## src/rtl/framebuffer_arbiter.sv

```systemverilog
// framebuffer_arbiter
//   Shares one single-port, double-buffered framebuffer RAM between the LED
//   scan controller (reads from the front buffer) and the CPU (writes to the
//   back buffer). Buffer swaps are deferred to frame boundaries so a displayed
//   frame never tears.
//
// Ports
//   clk_i, rst_ni                      clock, async active-low reset
//   disp_re_i/disp_row_i/disp_col_i    display read request and address
//   disp_data_o/disp_valid_o           read data, valid one cycle after request
//   frame_end_i                        pulse after the last row is latched
//   cpu_wr_valid_i/cpu_wr_ready_o      CPU write handshake
//   cpu_row_i/cpu_col_i/cpu_data_i     CPU write address and data
//   swap_req_i                         pulse requesting a buffer swap
//   swap_pending_o/swap_done_o         swap queued / swap applied this cycle
//   front_sel_o                        buffer currently displayed
//   cpu_stall_cnt_o                    saturating count of stalled write cycles
//   ram_addr_o/ram_we_o/ram_wdata_o    RAM port, address = {buffer, row, col}
//   ram_rdata_i                        RAM read data, 1-cycle latency
//
// Swap FSM
//   state   | meaning
//   IDLE    | no swap requested
//   PENDING | swap requested, waiting for frame_end
//   SWAP    | swap applied this cycle; front_sel toggles at its end
module framebuffer_arbiter #(
    parameter int ROW_W  = 5,
    parameter int COL_W  = 6,
    parameter int DATA_W = 6
) (
    input  logic                     clk_i,
    input  logic                     rst_ni,
    input  logic                     disp_re_i,
    input  logic [ROW_W-1:0]         disp_row_i,
    input  logic [COL_W-1:0]         disp_col_i,
    output logic [DATA_W-1:0]        disp_data_o,
    output logic                     disp_valid_o,
    input  logic                     frame_end_i,
    input  logic                     cpu_wr_valid_i,
    output logic                     cpu_wr_ready_o,
    input  logic [ROW_W-1:0]         cpu_row_i,
    input  logic [COL_W-1:0]         cpu_col_i,
    input  logic [DATA_W-1:0]        cpu_data_i,
    input  logic                     swap_req_i,
    output logic                     swap_pending_o,
    output logic                     swap_done_o,
    output logic                     front_sel_o,
    output logic [15:0]              cpu_stall_cnt_o,
    output logic [ROW_W+COL_W:0]     ram_addr_o,
    output logic                     ram_we_o,
    output logic [DATA_W-1:0]        ram_wdata_o,
    input  logic [DATA_W-1:0]        ram_rdata_i
);

    localparam int ADDR_W = 1 + ROW_W + COL_W;

    typedef enum logic [1:0] {
        IDLE    = 2'd0,
        PENDING = 2'd1,
        SWAP    = 2'd2
    } swap_state_t;

    swap_state_t       state_q;
    logic              swap_pending_q;
    logic              swap_done_q;
    logic              front_sel_q;
    logic              disp_valid_q;
    logic [15:0]       stall_cnt_q;
    logic [ADDR_W-1:0] addr_q;
    logic [ADDR_W-1:0] addr_d;
    logic              we_d;

    // Display always wins the port; an idle port keeps the last address so
    // the RAM address bus does not toggle needlessly.
    always_comb begin
        addr_d = addr_q;
        we_d   = 1'b0;
        if (disp_re_i) begin
            addr_d = {front_sel_q, disp_row_i, disp_col_i};
        end else if (cpu_wr_valid_i) begin
            addr_d = {~front_sel_q, cpu_row_i, cpu_col_i};
            we_d   = 1'b1;
        end
    end

    assign ram_addr_o      = addr_d;
    assign ram_we_o        = we_d;
    assign ram_wdata_o     = cpu_data_i;
    assign cpu_wr_ready_o  = ~disp_re_i;
    assign disp_data_o     = ram_rdata_i;
    assign disp_valid_o    = disp_valid_q;
    assign cpu_stall_cnt_o = stall_cnt_q;
    assign swap_pending_o  = swap_pending_q;
    assign swap_done_o     = swap_done_q;
    assign front_sel_o     = front_sel_q;

    always_ff @(posedge clk_i or negedge rst_ni) begin
        if (!rst_ni) begin
            addr_q       <= '0;
            disp_valid_q <= 1'b0;
            stall_cnt_q  <= '0;
        end else begin
            addr_q       <= addr_d;
            disp_valid_q <= disp_re_i;
            if (cpu_wr_valid_i && disp_re_i && (stall_cnt_q != 16'hFFFF)) begin
                stall_cnt_q <= stall_cnt_q + 16'd1;
            end
        end
    end

    // Outputs are registered alongside the state so swap_done/swap_pending
    // are glitch-free. Extra swap_req pulses in PENDING/SWAP are absorbed.
    always_ff @(posedge clk_i or negedge rst_ni) begin
        if (!rst_ni) begin
            state_q        <= IDLE;
            swap_pending_q <= 1'b0;
            swap_done_q    <= 1'b0;
            front_sel_q    <= 1'b0;
        end else begin
            case (state_q)
                IDLE: begin
                    if (swap_req_i && frame_end_i) begin
                        state_q        <= SWAP;
                        swap_pending_q <= 1'b1;
                        swap_done_q    <= 1'b1;
                    end else if (swap_req_i) begin
                        state_q        <= PENDING;
                        swap_pending_q <= 1'b1;
                    end
                end
                PENDING: begin
                    if (frame_end_i) begin
                        state_q     <= SWAP;
                        swap_done_q <= 1'b1;
                    end
                end
                SWAP: begin
                    state_q        <= IDLE;
                    swap_pending_q <= 1'b0;
                    swap_done_q    <= 1'b0;
                    front_sel_q    <= ~front_sel_q;
                end
                default: begin
                    state_q        <= IDLE;
                    swap_pending_q <= 1'b0;
                    swap_done_q    <= 1'b0;
                end
            endcase
        end
    end

endmodule

```

## config.mk

```make
export PLATFORM = sky130hd
export DESIGN_NAME = framebuffer_arbiter
export DESIGN_NICKNAME = d
export VERILOG_FILES = /design/src/rtl/framebuffer_arbiter.sv
export SDC_FILE = /design/constraint.sdc
export NUM_CORES = 1
export LEC_CHECK = 0
export ABC_CLOCK_PERIOD_IN_PS = 1800
export BUFFER_PORTS_ARGS = -buffer_cell sky130_fd_sc_hd__clkbuf_2
export CAP_MARGIN = 20
export CELL_PAD_IN_SITES_DETAIL_PLACEMENT = 0
export CELL_PAD_IN_SITES_GLOBAL_PLACEMENT = 1
export CORE_ASPECT_RATIO = 0.7
export CORE_UTILIZATION = 33
export DETAILED_ROUTE_END_ITERATION = 7
export PLACE_DENSITY = 0.83
export SETUP_SLACK_MARGIN = 0.1
export SYNTH_ARGS = -nofsm -noshare
export SYNTH_HDL_FRONTEND = slang
export SYNTH_SLANG_ARGS = --single-unit
```

## constraint.sdc

```tcl
create_clock -name clk_i -period 1.8 [get_ports clk_i]
set_input_delay 0.18 -clock clk_i [delete_from_list [all_inputs] [get_ports clk_i]]
set_output_delay 0.18 -clock clk_i [all_outputs]
set_load 0.02 [all_outputs]
```

==> results.md, run 1 <==
- Placeable Area: 4861 µm²
- Drt wl/cell: 12.08 µm
- Most frequent cell after synthesis: dfrtp_1
- Top Ports: 86
- Wire length on met2: 1440 µm
- Std-Cell Rows: 21
- Met3 wire len: 227 µm
- CTS tree: done
- Final core utilization: 43.60%
- Yosys reg bits: 34
- Comb power frac: 27.0%
- Proportion of layout cells with a drive suffix above 1: 39.81%
- Max-cap violations: 0
- Crit end category: flop
- VDD IR max: 0.5728 mV
- Synth async-reset ratio: 100.0%
- # DRC: 0
- Die height: 61.90 µm
- Largest family of logic cells by synthesized area: simple AND/OR/NAND/NOR gates
- Synthesized area: 1692 µm²
- CTS H-tree depth: 2
- Final WL: 3444 µm
- Top cells by count, synth: 34 x dfrtp_1, 15 x nand2_1, 13 x buf_4, 13 x mux2i_1, 12 x o21ai_0
- Syn Nets: 198
- Initial antenna violation count: 0
- Global-route wire length before repair: 5575 µm
- Largest net degree at the start of global routing: 26
- Reg power frac: 46.7%
- WP data required: 2000 ps
- First-pass DRT Iterations: 4
- Area grow syn2layout: 25.30%
- Post-DRT Antenna Nets: 0
- RSZ-0062 raised after global routing: yes
- Buffers added on ports: 61
- Final nets: 256
- Clock power frac: 26.4%
- Status: finished, final reports clean
- # fillers: 483
- Sw power: 770.4 µW
- Pleak: 0.001070 µW
- Maximum fanout along the worst path: 5
- Die area: 5421 µm²
- Seq/Total Area, Yosys: 50.30%
- Slew @ Worst Pin: 473.5 ps
- Tmin final: 1579 ps
- Clock sink count: 34
- Minimum hold slack: 56.83 ps
- Setup bufs post-CTS: 0
- Setup TNS: 0 ps
- Simple-Gate Fraction of Synth Area: 18.57%
- Pwr Density: 1041 nW/µm²
- Yosys warning total: 0
- Setup crit start kind: flop
- Antenna cells: 0
- Worst-Skew Late Latency: 280 ps
- Net Sw Frac: 34.91%
- DRT met1 WL: 1740 µm
- Top cells by area, synth: dfrtp_1 50%, mux2i_1 7.7%, buf_4 5.8%
- Clock skew: 7.739 ps
- EDFF count, synth: 0
- Root cell of the clock tree: clkbuf_8
- Horiz. Die Dim: 87.58 µm
- Post-synth top flop: dfrtp_1
- Synth top area share: 50.30%
- Hold WC Path Type: in2reg
- CP Class: reg2reg
- Maximum clock insertion buffer count: 2
- Inserted Clock Buffers: 5
- Vias per cell: 4.607
- DR iter-0 viols: 75
- Clock slew at reported path FFs: 70 ps
- DR top layer: met4
- Dpl hpwl: 2507 µm
- Fmax: 0.6332 GHz
- Crit path DAT: 1780 ps
- Total track usage: 13.75%
- Final hold violations: 0
- Adder-Cell Fraction of Synth Area: 0.7396%
- Number of global-route vias before repair: 1168
- Mean Syn Cell Area: 10.77 µm²
- Synth Area in Compound Gates: 7.988%
- Synth Area in XOR/XNOR: 5.695%
- Cell variety after synth: 35
- Crit share post-route: 87.73%
- Post-synthesis instance total: 157
- Largest area contributor in the netlist: dfrtp_1
- Max-slew violations: 0
- Int Pwr: 1436 µW
- Initial Utilization: 34.80%
- Mux contribution to synthesized area: 8.580%
- Final setup viols: 0
- Slew Limit Headroom: 68.44%
- Grt ovf: 0
- PostCTS Resize Cnt: 0
- Vias: 1313
- Placer Congestion: 0.8312
-- area by class of cell --
cell class | instances | area (µm²) | area share, %
clock buffer | 7 | 86.33 | 4.073
clock inverter | 1 | 5.005 | 0.2361
inverter | 6 | 22.52 | 1.063
multi-input combinational | 100 | 705.7 | 33.29
sequential | 34 | 853.3 | 40.26
tap | 69 | 86.33 | 4.073
timing repair buffer | 68 | 360.3 | 17.00
-- final timing paths --
| path | from | end | slack (ps) | cells after the start |
|---|---|---|---|---|
| max in group asynchronous | rst_ni | addr_q[10] | 820 | 3 |
| setup / recovery | cpu_stall_cnt_o[0] | cpu_stall_cnt_o[14] | 220 | 5 |
| hold / removal | frame_end_i | state_q[0] | 60 | 2 |
| setup reg to reg | cpu_stall_cnt_o[0] | cpu_stall_cnt_o[14] | 220 | 5 |
| hold reg to reg | state_q[1] | swap_pending_o | 490 | 1 |
| min in group asynchronous | rst_ni | cpu_stall_cnt_o[7] | 380 | 2 |
-- worst max-delay path, cell delays in order, from the launching register on --
cell and delay (ps):
dfrtp_2 400, ha_2 230, nand4_4 160, nor4_2 410, a31oi_1 140, a41oi_1 170
-- state kept, by name (all words and copies together), names as in the netlist --
register and count:
addr_q 12, cpu_stall_cnt_o 16, disp_valid_o 1, front_sel_o 1
state_q 2, swap_done_o 1, swap_pending_o 1
-- metal layers --
metal,vias up,global-route usage [%]
met5,-,0
met4,0,4.918
met3,7,4.756
met2,41,20.20
met1,620,18.93
li1,645,-
-- per-stage QoR --
step | setup slack, ps | area [µm²] | power (µW) | cells
4_1_cts | 129.9 | 2120 | 2237 | 285
6_report | 220.8 | 2120 | 2207 | 285
3_3_place_gp | 188.7 | 2018 | 1624 | 276
2_1_floorplan | 158.0 | 1697 | 1441 | 157
5_1_grt | 99.67 | 2120 | 2340 | 285
3_5_place_dp | 138.5 | 2018 | 1640 | 276
-- placed cells by master, fill, tap and decap left out --
master,n
nand3_1,7
a21oi_1,5
nor2_2,1
nor3_1,2
nand3_2,1
mux2i_1,13
nor4_4,1
dfrtp_2,2
and2_1,1
clkbuf_1,1
and3_1,1
o21ai_0,12
clkbuf_2,61
a41oi_1,1
mux2_4,1
or3_4,1
nand4_1,3
o22ai_1,1
nand4b_1,1
ha_2,1
clkbuf_8,6
nand2_1,15
inv_1,6
nand3b_1,1
dlygate4sd3_1,1
o21a_1,2
nor3_2,1
nor2_1,8
xor2_1,4
buf_4,6
nor4b_1,1
o21bai_1,1
clkinv_2,1
nor4_2,1
dfrtp_1,32
xnor2_1,7
a31oi_1,2
nand4_4,2
nor2b_1,2
-- power by group through the flow --
stage	registers, µW	clock network, µW	logic [µW]
3_3_place_gp	1030	0	590
3_5_place_dp	1040	0	598
4_1_cts	1030	608	603
6_report	1030	582	595
2_1_floorplan	1130	0	313
5_1_grt	1050	638	654
-- what timing repair did --
action / 4_1_cts / 5_1_grt
setup endpoints to repair: 0 / 1
hold buffers: 1 / 0
hold endpoints to repair: 18 / 0
-- kinds of logic (layout without fill, tap and decap cells) --
logic type      count (synthesis)  in the layout
fa+ha+maj                       1              1
flops                          34             34
compound gates                 24             24
buf+inv                        23             82
simple gates                   50             50
xor+xnor                       11             11
mux                            14             14
Power figures use the tool's default switching activity.
==> inputs of run 2 (changes only) <==
--- a/config.mk
+++ b/config.mk
@@ -5,13 +5,14 @@
 export SDC_FILE = /design/constraint.sdc
 export NUM_CORES = 1
 export LEC_CHECK = 0
+export ABC_AREA = 1
 export ABC_CLOCK_PERIOD_IN_PS = 1800
 export BUFFER_PORTS_ARGS = -buffer_cell sky130_fd_sc_hd__clkbuf_2
 export CAP_MARGIN = 20
 export CELL_PAD_IN_SITES_DETAIL_PLACEMENT = 0
 export CELL_PAD_IN_SITES_GLOBAL_PLACEMENT = 1
 export CORE_ASPECT_RATIO = 0.7
-export CORE_UTILIZATION = 33
+export CORE_UTILIZATION = 32
 export DETAILED_ROUTE_END_ITERATION = 7
 export PLACE_DENSITY = 0.83
 export SETUP_SLACK_MARGIN = 0.1
==> run 2 against run 1 <==
Worst setup slack improved by 72 ps. Sequential share of layout area down 2.3 points. Combinational power down 19%. Clock skew down 2.1 ps. Sequential cell count unchanged. Count of clock-buffer cells in the layout is the same. Cell count rose by 29%. First-iteration DRC count shrank 45%. Non-clock buffer count down 3. Routed wire length up 20%. Clock power about the same.
==> results.md, run 2 <==
- Mean Syn Cell Area: 7.648 µm²
- Dpl cell area: 2137 µm²
- Commonest non-fill, non-tap cell in the layout: nand2_1
- Final WL: 4118 µm
- Slowest CP cell: dfrtp_2
- Critical path origin: cpu_stall_cnt_o[0]
- Crit-path most repeated cell: nand2_2
- Post-synth top flop: dfrtp_1
- # DRC: 0
- Most frequent cell after synthesis: nand2_1
- Worst path bufs/invs: 0
- Dpl hpwl: 3162 µm
- Vias per cell: 4.424
- Clock slew at reported path FFs: 70 ps
- Drt wl/cell: 11.19 µm
- Synthesized area: 1836 µm²
- Setup crit start kind: flop
- VDD IR max: 0.3985 mV
- Antenna cells: 0
- Cell chain of the critical path: ha_1 > nand3_2 > nor2_1 > nand2_2 > nand2_2 > nand2_1 > o21ai_0
- Register area: 852.1 µm²
- Horiz. Die Dim: 92.52 µm
- Buffers added on ports: 61
- Flop-to-flop setup slack: 290 ps
- Global-route wire length before repair: 7079 µm
- Die height: 65.37 µm
- Post-synthesis instance total: 240
- Largest area contributor in the netlist: dfrtp_1
- Largest net degree at the start of global routing: 35
- Slew @ Worst Pin: 459.3 ps
- Inserted Clock Buffers: 5
- CP Depth: 7
- Placeable Area: 5368 µm²
- Top Ports: 86
- Setup TNS: 0 ps
- Top cells by area, synth: dfrtp_1 46%, nand2_1 14%, a21oi_1 6.5%
- Yosys reg bits: 34
- Status: finished, final reports clean
- Total track usage: 15.10%
- Max-cap violations: 0
- Maximum fanout along the worst path: 12
- Dpl cells: 359
- Area grow syn2layout: 22.15%
- Footprint of the multi-input gates: 773.2 µm²
- Slew Limit Headroom: 69.35%
- Pleak: 0.001175 µW
- Grt ovf: 0
- Std-Cell Rows: 22
- Initial Utilization: 34.20%
- Critical path's top delay family: simple AND/OR/NAND/NOR gates
- WP data required: 1970 ps
- # fillers: 559
- CP Class: reg2reg
- Clock sink count: 34
- Reg2Reg Launch Point: cpu_stall_cnt_o[0]
- Minimum hold slack: 67.86 ps
- Crit path DAT: 1680 ps
- Number of global-route vias before repair: 1557
- Largest register FFs: 16
- First-pass DRT Iterations: 4
- Placer Congestion: 0.7729
- EDFF count, synth: 0
- Final hold violations: 0
- Yosys warning total: 0
- Crit share post-route: 83.76%
- Hold WC Path Type: in2reg
- CTS H-tree depth: 2
- Die area: 6048 µm²
- Final setup viols: 0
- Post-DRT Antenna Nets: 0
- Seq/Total Area, Yosys: 46.35%
- Clock skew: 5.666 ps
- Vias: 1628
- Final nets: 336
- Pwr Density: 900.2 nW/µm²
- Final Instance Count excl. Fillers: 368
- Max-slew violations: 0
- Synth top area share: 46.35%
- Initial antenna violation count: 0
- Fmax: 0.6633 GHz
- Root cell of the clock tree: clkbuf_8
- Design area: 2242 µm²
- Proportion of layout cells with a drive suffix above 1: 29.05%
- Reg-to-Reg End: cpu_stall_cnt_o[2]
- Cell variety after synth: 25
- Top cells by count, synth: 69 x nand2_1, 34 x dfrtp_1, 28 x nor2_1
- Crit end category: flop
- Crit path capture: cpu_stall_cnt_o[2]
- Syn Nets: 281
- RSZ-0062 raised after global routing: no
- Tmin final: 1508 ps
- Worst-Skew Late Latency: 280 ps
- DR iter-0 viols: 41
- Maximum clock insertion buffer count: 2
- Most frequent cells in the layout: 69 x nand2_1, 61 x clkbuf_2, 33 x dfrtp_1
- Delay of the slowest critical-path stage: 450 ps
- R2R depth: 7
- CTS tree: done
- Synth async-reset ratio: 100.0%
run 2: cell types whose count changed after synthesis, sizes merged, moves of 3 or more:
cell,before,now
inv,6,25
xor2,4,1
o21ai,12,6
nor2,9,32
nand2,15,76
xnor2,7,4
mux2i,13,0
a21oi,5,24
run 2: kinds of logic (layout without fill, tap and decap cells):
group                    count (synthesis)  after routing  synth area share, %
AO/OA/AOI/OAI                           30             30                8.180
AND/OR/NAND/NOR                        127            127                30.74
flip-flops                              34             34                46.35
adder cells (fa/ha/maj)                  1              1               0.6816
XOR/XNOR                                 5              5                2.386
buffers and inverters                   43             99                11.66
run 2: worst min-delay path by stage:
stage          cells past startpoint   startpoint  slack, ps             endpoint
4_1_cts                            2  frame_end_i         60           state_q[0]
6_report                           2  frame_end_i         70           state_q[0]
3_3_place_gp                       2       rst_ni        250  cpu_stall_cnt_o[15]
3_5_place_dp                       2       rst_ni        250  cpu_stall_cnt_o[12]
2_1_floorplan                      0       rst_ni       -120            addr_q[0]
5_1_grt                            2  frame_end_i         60           state_q[0]
run 2: power breakdown:
group	internal, µW	switching [µW]
logic	176	307
registers	863	92.5
clock network	308	271
total	1350	671
run 2: routing by layer:
metal,GRT usage (%),vias up,part of all wire [%]
li1,-,851,-
met1,20.64,734,52
met2,22.87,38,41
met3,4.630,5,5.8
met4,4.688,0,0.92
met5,0,-,0
run 2: what timing repair did:
item,4_1_cts,5_1_grt
hold buffers,1,0
endpoints found under the hold margin,34,0
setup buffers,0,0
endpoints found under the setup margin,0,8
gates resized for setup,0,2
run 2: through the flow:
stage	util (%)	total power, µW	setup slack [ps]
finish	41.77	2018	292.3
global route	41.77	2146	110.5
CTS	41.70	2060	163.6
detailed placement	39.81	1458	181.4
global placement	39.81	1455	253.6
floorplan	-	1296	298.7
run 2: area by class of cell:
cell class | instances | area share [%]
flip-flops and latches | 34 | 38.00
multi-input cells | 163 | 34.49
repair buffers | 65 | 15.07
inverters | 26 | 4.353
well taps | 72 | 4.018
clock buffers | 7 | 3.850
clock inverters | 1 | 0.2232
run 2: worst reg2reg max path: stages (launching register included):
cell and delay [ps]:
dfrtp_2 450, ha_1 240, nand3_2 130, nor2_1 70, nand2_2 190, nand2_2 160, nand2_1 80, o21ai_0 70
